## config.mk

```make
export PLATFORM = sky130hd
export DESIGN_NAME = bcd_hex_display
export DESIGN_NICKNAME = d
export VERILOG_FILES = /design/src/rtl/bcd_hex_display_pkg.sv /design/src/rtl/bcd_hex_display_seg7_decode.sv /design/src/rtl/bcd_hex_display.sv
export SDC_FILE = /design/constraint.sdc
export NUM_CORES = 1
export LEC_CHECK = 0
export ABC_AREA = 1
export CORE_MARGIN = 2
export CORE_UTILIZATION = 60
export DETAILED_ROUTE_END_ITERATION = 10
export PLACE_DENSITY = 0.94
export SLEW_MARGIN = 20
export SYNTH_ARGS = -nofsm -noshare
export SYNTH_HDL_FRONTEND = slang
export SYNTH_HIERARCHICAL = 1
export SYNTH_SLANG_ARGS = --single-unit
```

## constraint.sdc

```tcl
create_clock -name clk -period 5.3 [get_ports clk]
set_input_delay 0.795 -clock clk [delete_from_list [all_inputs] [get_ports clk]]
set_output_delay 0.795 -clock clk [all_outputs]
set_load 0.02 [all_outputs]
```

## src/rtl/bcd_hex_display_pkg.sv

```systemverilog
// Shared types and constants for the millisecond BCD display block:
// FSM state encoding, saturation limit and seven-segment patterns.
package bcd_hex_display_pkg;

    typedef enum logic [1:0] {
        IDLE,
        SHIFT,
        LATCH
    } state_t;

    localparam logic [19:0] MAX_DISPLAY = 20'd999999;
    localparam int unsigned SHIFT_COUNT = 20;

    // Active-low segments, bit order {g,f,e,d,c,b,a}
    localparam logic [6:0] SEG_BLANK = 7'b1111111;
    localparam logic [6:0] SEG_0     = 7'b1000000;
    localparam logic [6:0] SEG_1     = 7'b1111001;
    localparam logic [6:0] SEG_2     = 7'b0100100;
    localparam logic [6:0] SEG_3     = 7'b0110000;
    localparam logic [6:0] SEG_4     = 7'b0011001;
    localparam logic [6:0] SEG_5     = 7'b0010010;
    localparam logic [6:0] SEG_6     = 7'b0000010;
    localparam logic [6:0] SEG_7     = 7'b1111000;
    localparam logic [6:0] SEG_8     = 7'b0000000;
    localparam logic [6:0] SEG_9     = 7'b0010000;

endpackage

```

## src/rtl/bcd_hex_display_seg7_decode.sv

```systemverilog
// Combinational BCD digit to active-low seven-segment pattern decoder.
// Non-decimal nibbles render as blank.
module seg7_decode
    import bcd_hex_display_pkg::*;
(
    input  logic [3:0] i_digit,
    output logic [6:0] o_seg
);

    always_comb begin
        o_seg = SEG_BLANK;
        unique case (i_digit)
            4'd0:    o_seg = SEG_0;
            4'd1:    o_seg = SEG_1;
            4'd2:    o_seg = SEG_2;
            4'd3:    o_seg = SEG_3;
            4'd4:    o_seg = SEG_4;
            4'd5:    o_seg = SEG_5;
            4'd6:    o_seg = SEG_6;
            4'd7:    o_seg = SEG_7;
            4'd8:    o_seg = SEG_8;
            4'd9:    o_seg = SEG_9;
            default: o_seg = SEG_BLANK;
        endcase
    end

endmodule

```

## src/rtl/bcd_hex_display.sv

```systemverilog
// Converts a saturated 20-bit millisecond count to six BCD digits with a
// serial double-dabble and latches the segment patterns onto hex0..hex5.
module bcd_hex_display
    import bcd_hex_display_pkg::*;
#(
    parameter int BLANK_LZ = 1
) (
    input  logic        clk,
    input  logic        reset_n,
    input  logic        start,
    input  logic [19:0] value,
    output logic        busy,
    output logic        done,
    output logic        ovf,
    output logic [6:0]  hex0,
    output logic [6:0]  hex1,
    output logic [6:0]  hex2,
    output logic [6:0]  hex3,
    output logic [6:0]  hex4,
    output logic [6:0]  hex5
);

    state_t      r_state;
    state_t      w_next_state;
    logic [19:0] r_bin;
    logic [23:0] r_bcd;
    logic [4:0]  r_cnt;
    logic        r_ovf_next;
    logic        r_busy;
    logic        r_done;
    logic        r_ovf;
    logic [6:0]  r_hex [6];

    logic [23:0] w_bcd_adj;
    logic [3:0]  w_nib;
    logic [5:0]  w_lz;
    logic [6:0]  w_seg [6];
    logic [6:0]  w_disp [6];

    always_ff @(posedge clk) begin
        if (!reset_n) r_state <= IDLE;
        else          r_state <= w_next_state;
    end

    always_comb begin
        w_next_state = r_state;
        case (r_state)
            IDLE:    if (start) w_next_state = SHIFT;
            SHIFT:   if (r_cnt == 5'd1) w_next_state = LATCH;
            LATCH:   w_next_state = IDLE;
            default: w_next_state = IDLE;
        endcase
    end

    // Add-3 correction applied to every nibble before the shift
    always_comb begin
        w_bcd_adj = '0;
        w_nib     = '0;
        for (int unsigned i = 0; i < 6; i++) begin
            w_nib = r_bcd[4*i +: 4];
            w_bcd_adj[4*i +: 4] = (w_nib >= 4'd5) ? w_nib + 4'd3 : w_nib;
        end
    end

    // w_lz[n]: digit n and every more-significant digit are zero
    always_comb begin
        w_lz    = '0;
        w_lz[5] = (r_bcd[23:20] == 4'd0);
        for (int unsigned i = 1; i <= 4; i++) begin
            w_lz[5-i] = w_lz[6-i] && (r_bcd[4*(5-i) +: 4] == 4'd0);
        end
        w_lz[0] = 1'b0;
    end

    generate
        for (genvar g = 0; g < 6; g++) begin : g_dec
            seg7_decode u_dec (
                .i_digit (r_bcd[4*g +: 4]),
                .o_seg   (w_seg[g])
            );
        end
    endgenerate

    always_comb begin
        for (int unsigned i = 0; i < 6; i++) begin
            w_disp[i] = ((BLANK_LZ != 0) && w_lz[i]) ? SEG_BLANK : w_seg[i];
        end
    end

    always_ff @(posedge clk) begin
        if (!reset_n) begin
            r_bin      <= '0;
            r_bcd      <= '0;
            r_cnt      <= '0;
            r_ovf_next <= 1'b0;
            r_busy     <= 1'b0;
            r_done     <= 1'b0;
            r_ovf      <= 1'b0;
            for (int unsigned i = 0; i < 6; i++) r_hex[i] <= SEG_BLANK;
        end else begin
            r_busy <= (r_state != IDLE);
            r_done <= (r_state == LATCH);
            case (r_state)
                IDLE: begin
                    if (start) begin
                        r_bin      <= (value > MAX_DISPLAY) ? MAX_DISPLAY : value;
                        r_ovf_next <= (value > MAX_DISPLAY);
                        r_bcd      <= '0;
                        r_cnt      <= 5'(SHIFT_COUNT);
                    end
                end
                SHIFT: begin
                    {r_bcd, r_bin} <= {w_bcd_adj, r_bin} << 1;
                    r_cnt          <= r_cnt - 5'd1;
                end
                LATCH: begin
                    for (int unsigned i = 0; i < 6; i++) r_hex[i] <= w_disp[i];
                    r_ovf <= r_ovf_next;
                end
                default: ;
            endcase
        end
    end

    assign busy = r_busy;
    assign done = r_done;
    assign ovf  = r_ovf;
    assign hex0 = r_hex[0];
    assign hex1 = r_hex[1];
    assign hex2 = r_hex[2];
    assign hex3 = r_hex[3];
    assign hex4 = r_hex[4];
    assign hex5 = r_hex[5];

endmodule

```

==> impl_results.md, run 1 <==
- Run status: completed
- Post-cts hold buffer count: 0
- Core area: 0.00933 mm²
- Count of cell types in the netlist: 40
- Sequential share of the synthesized area: 40.7%
- Reg2reg start: r_state[0]
- Number of synthesized flops with an enable pin: 42
- Nets: 868
- Min Clock Period, post-route: 2950 ps
- PD cells: 227 mW/mm²
- Tot GR Track Use: 23.2%
- R2r setup slk: 3040 ps
- H-tree depth: 3
- Mean Syn Cell Area: 7.89 µm²
- RD Place Congestion: 0.804
- Psw: 397 µW
- Drt drc: 0
- Cell taking the most area after synthesis: edfxtp_1
- Internal Power: 1.14 mW
- Async S/R FF share, synth: 0%
- Kind of critical path: in -> reg
- Combinational power share: 12.6%
- CTS tree: yes
- Top cells by area, synth: edfxtp_1, dfxtp_1, nand2_1
- RSZ-0062 raised after global routing: false
- Final Hold Violating Endpoints: 0
- Resized Gates After CTS: 0
- Simple-gate area share of the yosys netlist: 27.7%
- Met2 Use GR: 42.4%
- Worst VDD drop: 147 µV
- Max_cap viols: 0
- Worst slew margin: 45.2%
- Ant. Diodes: 0
- Crit path max-delay family: buffers and inverters
- Worst EP required: 5430 ps
- Post-synth net total: 807
- Number of global-route vias before repair: 4663
- Slew @ Worst Pin: 820 ps
- Multiplexer share of the synthesized area: 0%
- Clock power share: 33.9%
- CP Max Fanout: 43
- Compound-Gate Fraction of Synth Area: 11.0%
- Worst path bufs/invs: 3
- Clock latency at the later pin of the worst-skew pair: 370 ps
- Pre-antenna DRT Iters: 5
- WHS Path Cells: 2
- Antenna-violating nets left: 0
- Die Ht: 102 µm
- Total power: 1.54 mW
- Die ar.: 0.0105 mm²
- Adder-cell area share of the yosys netlist: 10.3%
- Total CTS buffers: 9
- Pin count of the biggest net entering global routing: 50
- RR Endpoint: r_bin[12]
- Layout filler cell count: 661
- Period utilization: 55.7%
- Postcts setup bufs: 0
- Worst setup EP type: flop
- Setup crit start: reset_n
- Clk sink count: 97
- Leakage: 2.78 nW
- First-pass GRT wire length: 19500 µm
- Reg2reg path depth: 8
- Row count: 35
- GRT overflow: 0
- Flop pwr share: 53.5%
- Top cell type's share of synthesized area: 21.7%
- Grt met1 use: 25.0%
- Starting density of the core: 62.3%
- Endpoints failing setup: 0
- Vias: 4967
- Syn. warnings: 6
- Top cells by count, synth: nand2_1, inv_1, nand3_1
- Worst Setup Start Kind: primary input
- CP Depth: 6
- Initial antenna violation count: 0
- Delay of the slowest critical-path stage: 760 ps
- Tightest Hold Check Type: reg -> reg
- Largest family of logic cells by synthesized area: simple AND/OR/NAND/NOR gates
- Buffer depth of the longest clock path: 2
- Worst setup endpoint: r_hex[0][28]
- Synthesized cell area: 0.00581 mm²
- Total wire length: 11900 µm
- DR WL/cell: 12.8 µm
- Fmax: 339 MHz
- I/O pin total: 68
- Pins Over Slew Limit: 0
- Detail Placement HPWL: 8180 µm
- Die X: 102 µm
- IO Port Bufs: 67
- Worst endpoint data arrival time: 3080 ps
- Clock transition at path regs: 100 ps
- Top Usage Layer GRT: met2
- CP dominant cell by count: inv_2
- Mapped Cells: 736
- Met3 Use GR: 4.51%
- Clock skew: 10.3 ps
- Main flop type after synthesis: dfxtp_1
- Area growth, synth to finish: 16.6%
- Synthesized flop and latch total: 97
- Vias per cell: 5.34
- Worst-path cell chain: clkdlybuf4s50_1 -> inv_2 -> nor2_4 -> inv_2 -> a31oi_4 -> nand2_1
- Most numerous cell in the Yosys netlist: nand2_1
- Layout cells sized above 1: 9.98%
- Final TNS setup: 0 ps
- 1st-iter DRT viols: 296
- Xor and xnor area share after synthesis: 1.06%
- CTS Root Cell: clkbuf_8
- Sw frac: 25.8%
- Critical-path top delay cell: clkdlybuf4s50_1
## worst min-delay path, cell delays in order (launching register included)
cell and delay (ps):
dfxtp_1 320, nand2_1 60, a21oi_1 50
## cells by family after synthesis
family,Yosys count
simple gates,350
flops,97
xor+xnor,7
fa+ha+maj,48
buf+inv,131
compound gates,103
## state kept, by name, indices dropped and copies added (netlist names)
signal / flops
r_bcd: 24
r_state: 2
r_bin: 20
r_ovf_next: 1
busy: 1
r_cnt: 5
done: 1
r_hex: 42
ovf: 1
## per-layer routing
layer | routed length [µm] | vias up | part of all wire (%)
met5 | 0 | - | 0
met1 | 4870 | 2251 | 41
met3 | 633 | 37 | 5.3
li1 | - | 2505 | -
met2 | 6000 | 174 | 50
met4 | 410 | 0 | 3.4
## layout make-up
| class | count | area, µm² | area share [%] |
|---|---|---|---|
| multi-input cells | 508 | 2910 | 43.0 |
| flip-flops and latches | 97 | 2360 | 34.9 |
| repair buffers | 69 | 706 | 10.4 |
| inverters | 112 | 423 | 6.24 |
| well taps | 129 | 161 | 2.38 |
| clock buffers | 10 | 128 | 1.88 |
| clock inverters | 6 | 82.6 | 1.22 |
## layout by cell type (no fill, tap or decap), types with 8 or more instances in the layout
cell type / synthesis / routed
edfxtp_1: 42 / 42
a21oi_1: 40 / 40
ha_1: 48 / 48
nand2_2: 9 / 9
nand3b_1: 14 / 14
clkbuf_8: 0 / 9
nand2_1: 194 / 194
inv_1: 97 / 97
nand4_1: 10 / 10
nand3_1: 59 / 59
clkdlybuf4s50_1: 0 / 67
inv_2: 11 / 11
a21oi_2: 8 / 8
or2_2: 14 / 14
nor2_1: 38 / 38
o21ai_0: 26 / 26
dfxtp_1: 55 / 55
a22oi_1: 8 / 8
## power by group through the flow
stage / registers, mW / logic, mW / clock network (mW)
floorplan: 0.836 / 0.145 / 0
global placement: 0.836 / 0.175 / 0
detailed placement: 0.838 / 0.182 / 0
CTS: 0.822 / 0.184 / 0.517
global route: 0.826 / 0.216 / 0.549
finish: 0.822 / 0.194 / 0.521
## stage by stage
step | instance area (µm²) | hold WS [ps] | cells | utilization (%) | worst slack [ps]
after CTS | 6750 | 471 | 930 | 72.3 | 2370
after floorplan | 5810 | 419 | 736 | - | 2990
after global placement | 6540 | 446 | 914 | 70.1 | 2090
final | 6770 | 472 | 931 | 72.6 | 2350
after detailed placement | 6540 | 459 | 914 | 70.1 | 2030
after global routing | 6770 | 495 | 931 | 72.6 | 2150
## worst min-delay path by stage
| stage | startpoint | endpoint |
|---|---|---|
| 2_1_floorplan | r_ovf_next | ovf |
| 3_3_place_gp | r_bin[19] | r_bcd[0] |
| 3_5_place_dp | r_bin[18] | r_bin[18] |
| 4_1_cts | r_bin[18] | r_bin[18] |
| 5_1_grt | r_bin[18] | r_bin[18] |
| 6_report | r_bin[18] | r_bin[18] |
Note: power is estimated with default switching activity, not from simulation.
==> run 2: changes to the inputs <==
--- a/config.mk
+++ b/config.mk
@@ -7,9 +7,9 @@
 export LEC_CHECK = 0
 export ABC_AREA = 1
 export CORE_MARGIN = 2
-export CORE_UTILIZATION = 60
+export CORE_UTILIZATION = 56
 export DETAILED_ROUTE_END_ITERATION = 10
-export PLACE_DENSITY = 0.94
+export PLACE_DENSITY = 0.89
 export SLEW_MARGIN = 20
 export SYNTH_ARGS = -nofsm -noshare
 export SYNTH_HDL_FRONTEND = slang
==> constraint.sdc (replaced) <==
create_clock -name clk -period 3 [get_ports clk]
set_input_delay 0.45 -clock clk [delete_from_list [all_inputs] [get_ports clk]]
set_output_delay 0.45 -clock clk [all_outputs]
set_load 0.02 [all_outputs]
==> run 2 against run 1 <==
Clock skew decreased by 5.0 ps. Non-clock buffer count increased by 2. Flip-flop and latch count stayed put. Sequential power up 76%. Global-route usage decreased by 3.0 points. Cell area decreased by 0.28%. Combinational power grew 70%. Largest cell class unchanged. Routed wire length shrank 11%. Setup slack got worse by 1200 ps. Sequential share of layout area rose by 0.097 points.
==> impl_results.md, run 2 (synthesized netlist as in run 1, its figures left out) <==
- Run status: completed
- Min Clock Period, post-route: 1840 ps
- Crit path max-delay family: buffers and inverters
- Initial antenna violation count: 0
- Total CTS buffers: 9
- Clock transition at path regs: 90 ps
- Delay of the slowest critical-path stage: 570 ps
- CTS Root Cell: clkbuf_8
- Fmax: 544 MHz
- Die Ht: 106 µm
- Clock latency at the later pin of the worst-skew pair: 360 ps
- CP Max Fanout: 39
- R2r setup slk: 1220 ps
- Worst slew margin: 50.1%
- PD cells: 384 mW/mm²
- Buffer depth of the longest clock path: 2
- Worst endpoint data arrival time: 2130 ps
- Tightest Hold Check Type: reg -> reg
- WHS Path Cells: 2
- 1st-iter DRT viols: 202
- Vias per cell: 5.01
- Clk sink count: 97
- Total wire length: 10600 µm
- Period utilization: 61.3%
- Most common library cell in the layout ignoring fill and taps: nand2_1
- I/O pin total: 68
- RSZ-0062 raised after global routing: false
- Area growth, synth to finish: 16.3%
- Psw: 677 µW
- Slew @ Worst Pin: 747 ps
- Reg2reg start: r_bcd[13]
- Reg2reg path depth: 8
- Layout cells sized above 1: 10.2%
- RD Place Congestion: 0.856
- Ant. Diodes: 0
- Leakage: 2.78 nW
- CTS tree: yes
- Worst path bufs/invs: 2
- RR Endpoint: r_bcd[13]
- Core area: 0.0102 mm²
- IO Port Bufs: 67
- Die ar.: 0.0112 mm²
- CP dominant cell by count: nand2_4
- Row count: 37
- Final Hold Violating Endpoints: 0
- Nets: 870
- Post-cts hold buffer count: 0
- Pre-antenna DRT Iters: 5
- Clock skew: 5.29 ps
- Die X: 106 µm
- Tot GR Track Use: 20.2%
- Starting density of the core: 57.0%
- DR WL/cell: 11.2 µm
- Postcts setup bufs: 0
- Antenna-violating nets left: 0
- Vias: 4710
- Max FFs per register: 42
- GRT overflow: 0
- Most frequent cells in the layout: nand2_1, inv_1, clkdlybuf4s50_1
- Endpoints failing setup: 0
- Worst setup EP type: flop
- Worst VDD drop: 267 µV
- Max_cap viols: 0
- Hold Slack: 471 ps
- Worst hold endpoint: r_bin[14]
- Worst-path cell chain: clkdlybuf4s50_1 -> nand2_4 -> nand2_4 -> inv_2 -> a22oi_1 -> a21oi_1
- Flop pwr share: 55.9%
- Top reg by flops: r_hex
- Pins Over Slew Limit: 0
- Resized Gates After CTS: 0
- Combinational power share: 12.7%
- Worst hold start: r_bin[14]
- Kind of critical path: in -> reg
- Pin count of the biggest net entering global routing: 49
- Drt drc: 0
- Critical-path top delay cell: inv_2
- Worst Setup Start Kind: primary input
- First-pass GRT wire length: 18700 µm
- Worst EP required: 3290 ps
- Internal Power: 1.92 mW
- Number of global-route vias before repair: 4230
- H-tree depth: 3
- Detail Placement HPWL: 7460 µm
- Regs by FF count: r_hex: 42 flops, r_bcd: 24 flops, r_bin: 20 flops
- Sw frac: 26.1%
- Clock power share: 31.4%
- Final TNS setup: 0 ps
## run 2: cell count changes in the layout (fill, tap and decap cells not counted)
cell	change
clkbuf_1	-1
clkinv_1	+2
clkinvlp_4	-1
buf_4	+3
buf_16	-1
nand2_2	+1
bufinv_16	-1
clkinv_4	+1
nand2_1	-1
## run 2: tightest hold or removal path: stages, from the launching register on
cell	delay, ps
dfxtp_1	320
nand2_1	60
a21oi_1	50
## run 2: routing by layer
layer	up-vias	track usage, %	share of wire, %
li1	2506	-	-
met1	2090	25.3	46
met2	95	35.1	49
met3	19	3.22	3.5
met4	0	7.61	1.9
met5	-	0	0
## run 2: cell type report
class	instances	area, µm²
clock buffer	9	124
fill	832	3430
tap	136	170
inverter	112	423
multi-input combinational	508	2910
clock inverter	7	61.3
timing repair buffer	71	701
sequential	97	2360
## run 2: power groups by stage
stage                     clock network (mW)  registers, mW  logic (mW)
after floorplan                            0           1.48       0.257
after global placement                     0           1.48       0.318
after detailed placement                   0           1.48       0.326
after CTS                              0.828           1.45       0.328
after global routing                   0.883           1.46       0.372
final                                  0.816           1.45       0.329
## run 2: metrics by stage
stage | std cells | power (mW) | instance area, µm² | setup slack (ps) | util [%]
2_1_floorplan | 736 | 1.73 | 5810 | 1030 | -
3_3_place_gp | 924 | 1.80 | 6570 | 832 | 64.5
3_5_place_dp | 924 | 1.81 | 6570 | 802 | 64.5
4_1_cts | 940 | 2.61 | 6750 | 1180 | 66.3
5_1_grt | 940 | 2.71 | 6750 | 1050 | 66.3
6_report | 940 | 2.60 | 6750 | 1160 | 66.3
## run 2: worst max path at each step
stage               cells after the start            to    start
finish                                  6     r_bin[10]    start
global placement                        6  r_hex[0][31]  reset_n
global route                            6      r_bin[6]    start
detailed placement                      6  r_hex[0][29]  reset_n
CTS                                     1           ovf      ovf
floorplan                               2   r_hex[0][0]  reset_n
==> run 3: changes to the inputs <==
--- a/config.mk
+++ b/config.mk
@@ -7,9 +7,9 @@
 export LEC_CHECK = 0
 export ABC_AREA = 1
 export CORE_MARGIN = 2
-export CORE_UTILIZATION = 56
+export CORE_UTILIZATION = 50
 export DETAILED_ROUTE_END_ITERATION = 10
-export PLACE_DENSITY = 0.89
+export PLACE_DENSITY = 0.84
 export SLEW_MARGIN = 20
 export SYNTH_ARGS = -nofsm -noshare
 export SYNTH_HDL_FRONTEND = slang
==> constraint.sdc (replaced) <==
create_clock -name clk -period 1.6 [get_ports clk]
set_input_delay 0.24 -clock clk [delete_from_list [all_inputs] [get_ports clk]]
set_output_delay 0.24 -clock clk [all_outputs]
set_load 0.02 [all_outputs]
==> run 3 against run 2 <==
Die area up 12%. Clock-buffer cell count rose by 2. Register-to-register slack worse by 1200 ps. Sequential power up 88%. Routed wire length rose by 7.1%. Clock power rose to 2.5 times the previous value. Clock skew is 2.3 ps higher. Setup slack lost 1100 ps.
==> impl_results.md, run 3 (synthesized netlist as in run 1, its figures left out) <==
- Die ar.: 0.0125 mm²
- Clk sink count: 97
- Worst EP required: 1810 ps
- Worst hold endpoint: ovf
- IO Port Bufs: 67
- WHS Path Cells: 2
- Leakage: 3.08 nW
- CTS Root Cell: clkbuf_16
- GRT overflow: 0
- Top reg by flops: r_hex
- Die Ht: 112 µm
- Tightest Hold Check Type: reg -> reg
- Final TNS setup: 0 ps
- Regs by FF count: r_hex: 42 flops, r_bcd: 24 flops, r_bin: 20 flops
- Endpoints failing setup: 0
- Final Hold Violating Endpoints: 0
- Sw frac: 25.1%
- Kind of critical path: reg -> reg
- Internal Power: 4.15 mW
- Pre-CTS WS: -105 ps
- CTS tree: yes
- Worst slew margin: 71.5%
- Vias per cell: 4.93
- Clock latency at the later pin of the worst-skew pair: 350 ps
- Most common library cell in the layout ignoring fill and taps: nand2_1
- Buffer depth of the longest clock path: 2
- Worst VDD drop: 435 µV
- Tot GR Track Use: 19.0%
- Detail Placement HPWL: 8030 µm
- Fmax: 652 MHz
- Pin count of the biggest net entering global routing: 42
- CP dominant cell by count: nor2_4
- Pre-antenna DRT Iters: 4
- Setup crit start: r_bcd[21]
- RR Endpoint: r_hex[0][8]
- Post-cts hold buffer count: 0
- Delay of the slowest critical-path stage: 320 ps
- RD Place Congestion: 0.827
- Total CTS buffers: 9
- Run status: completed
- Min Clock Period, post-route: 1530 ps
- Die X: 112 µm
- Worst-path cell chain: inv_2 -> ha_4 -> nand2_4 -> nor2_4 -> nand3_2 -> nor2_4 -> nand4_4 -> nand3b_1
- Worst endpoint data arrival time: 1740 ps
- Reg2reg path depth: 8
- Antenna-violating nets left: 0
- PnR worst setup slack: 66.3 ps
- Drt drc: 0
- Period utilization: 95.9%
- RSZ-0062 raised after global routing: true
- Max FFs per register: 42
- Area growth, synth to finish: 25.7%
- Vias: 4855
- Reg2reg start: r_bcd[21]
- Critical-path top delay cell: dfxtp_2
- Number of global-route vias before repair: 4605
- Slew @ Worst Pin: 428 ps
- 1st-iter DRT viols: 211
- Hold Slack: 465 ps
- Worst hold start: r_ovf_next
- Psw: 1.39 mW
- PD cells: 758 mW/mm²
- Pins Over Slew Limit: 0
- Row count: 39
- Max_cap viols: 0
- I/O pin total: 68
- Worst Setup Start Kind: flop
- Ant. Diodes: 0
- H-tree depth: 3
- Nets: 907
- DR WL/cell: 11.5 µm
- Core area: 0.0114 mm²
- First-pass GRT wire length: 19700 µm
- Most frequent cells in the layout: nand2_1, inv_1, clkdlybuf4s50_1
- Starting density of the core: 51.1%
- Clock power share: 37.6%
- CP Max Fanout: 7
- Initial antenna violation count: 0
- Clock transition at path regs: 70 ps
- Worst setup EP type: flop
- Layout cells sized above 1: 16.1%
- Combinational power share: 13.3%
- R2r setup slk: 70 ps
- Clock skew: 7.57 ps
- Total wire length: 11300 µm
- Flop pwr share: 49.1%
## run 3: cell count changes in the layout (fill, tap and decap cells not counted), sizes merged
| cell | change |
|---|---|
| clkinv | -2 |
| buf | +37 |
| clkbuf | +2 |
| inv | +1 |
| dlygate4sd2 | +1 |
| bufinv | -1 |
| clkdlybuf4s50 | -1 |
## run 3: how the worst max path moves through the flow
stage,end,cells past startpoint
after floorplan,r_hex[0][3],6
after global placement,r_hex[0][28],6
after detailed placement,r_hex[0][33],6
after CTS,r_hex[0][18],8
after global routing,r_hex[0][8],8
final,r_hex[0][8],8
## run 3: worst max-delay path: cells and delay by family, from the launching register on
family | cells | cell delay (ps)
flip-flops | 1 | 320
buffers and inverters | 1 | 80
AND/OR/NAND/NOR | 6 | 820
adder cells (fa/ha/maj) | 1 | 150
## run 3: per-layer routing
metal	global-route usage, %	vias up	share of wire, %
li1	-	2577	-
met1	21.4	2166	42
met2	34.7	94	52
met3	3.21	18	3.8
met4	8.72	0	1.8
met5	0	-	0
## run 3: final cells by class
type                       instances  area (µm²)
timing repair buffer             108        1080
clock buffer                      11         255
tap                              143         179
inverter                         112         423
clock inverter                     5        37.5
sequential                        97        2370
fill                             922        4070
multi-input combinational        508        2960
## run 3: timing repair
item | in CTS | in global routing
setup buffers | 0 | 2
pin swaps | 0 | 13
endpoints found under the setup margin | 1 | 28
resized for setup | 1 | 18
## run 3: power groups by stage
stage / Sequential (mW) / Clock [mW] / Combinational [mW]
2_1_floorplan: 2.77 / 0 / 0.482
3_3_place_gp: 2.77 / 0 / 0.721
3_5_place_dp: 2.77 / 0 / 0.731
4_1_cts: 2.72 / 2.13 / 0.737
5_1_grt: 2.73 / 2.22 / 0.827
6_report: 2.72 / 2.08 / 0.735
## run 3: per-stage QoR
stage,utilization [%],power (mW),instances,area (µm²)
2_1_floorplan,-,3.25,736,5810
3_3_place_gp,61.0,3.49,966,6940
3_5_place_dp,61.0,3.50,966,6940
4_1_cts,63.6,5.59,982,7230
5_1_grt,64.2,5.77,984,7300
6_report,64.2,5.53,984,7300
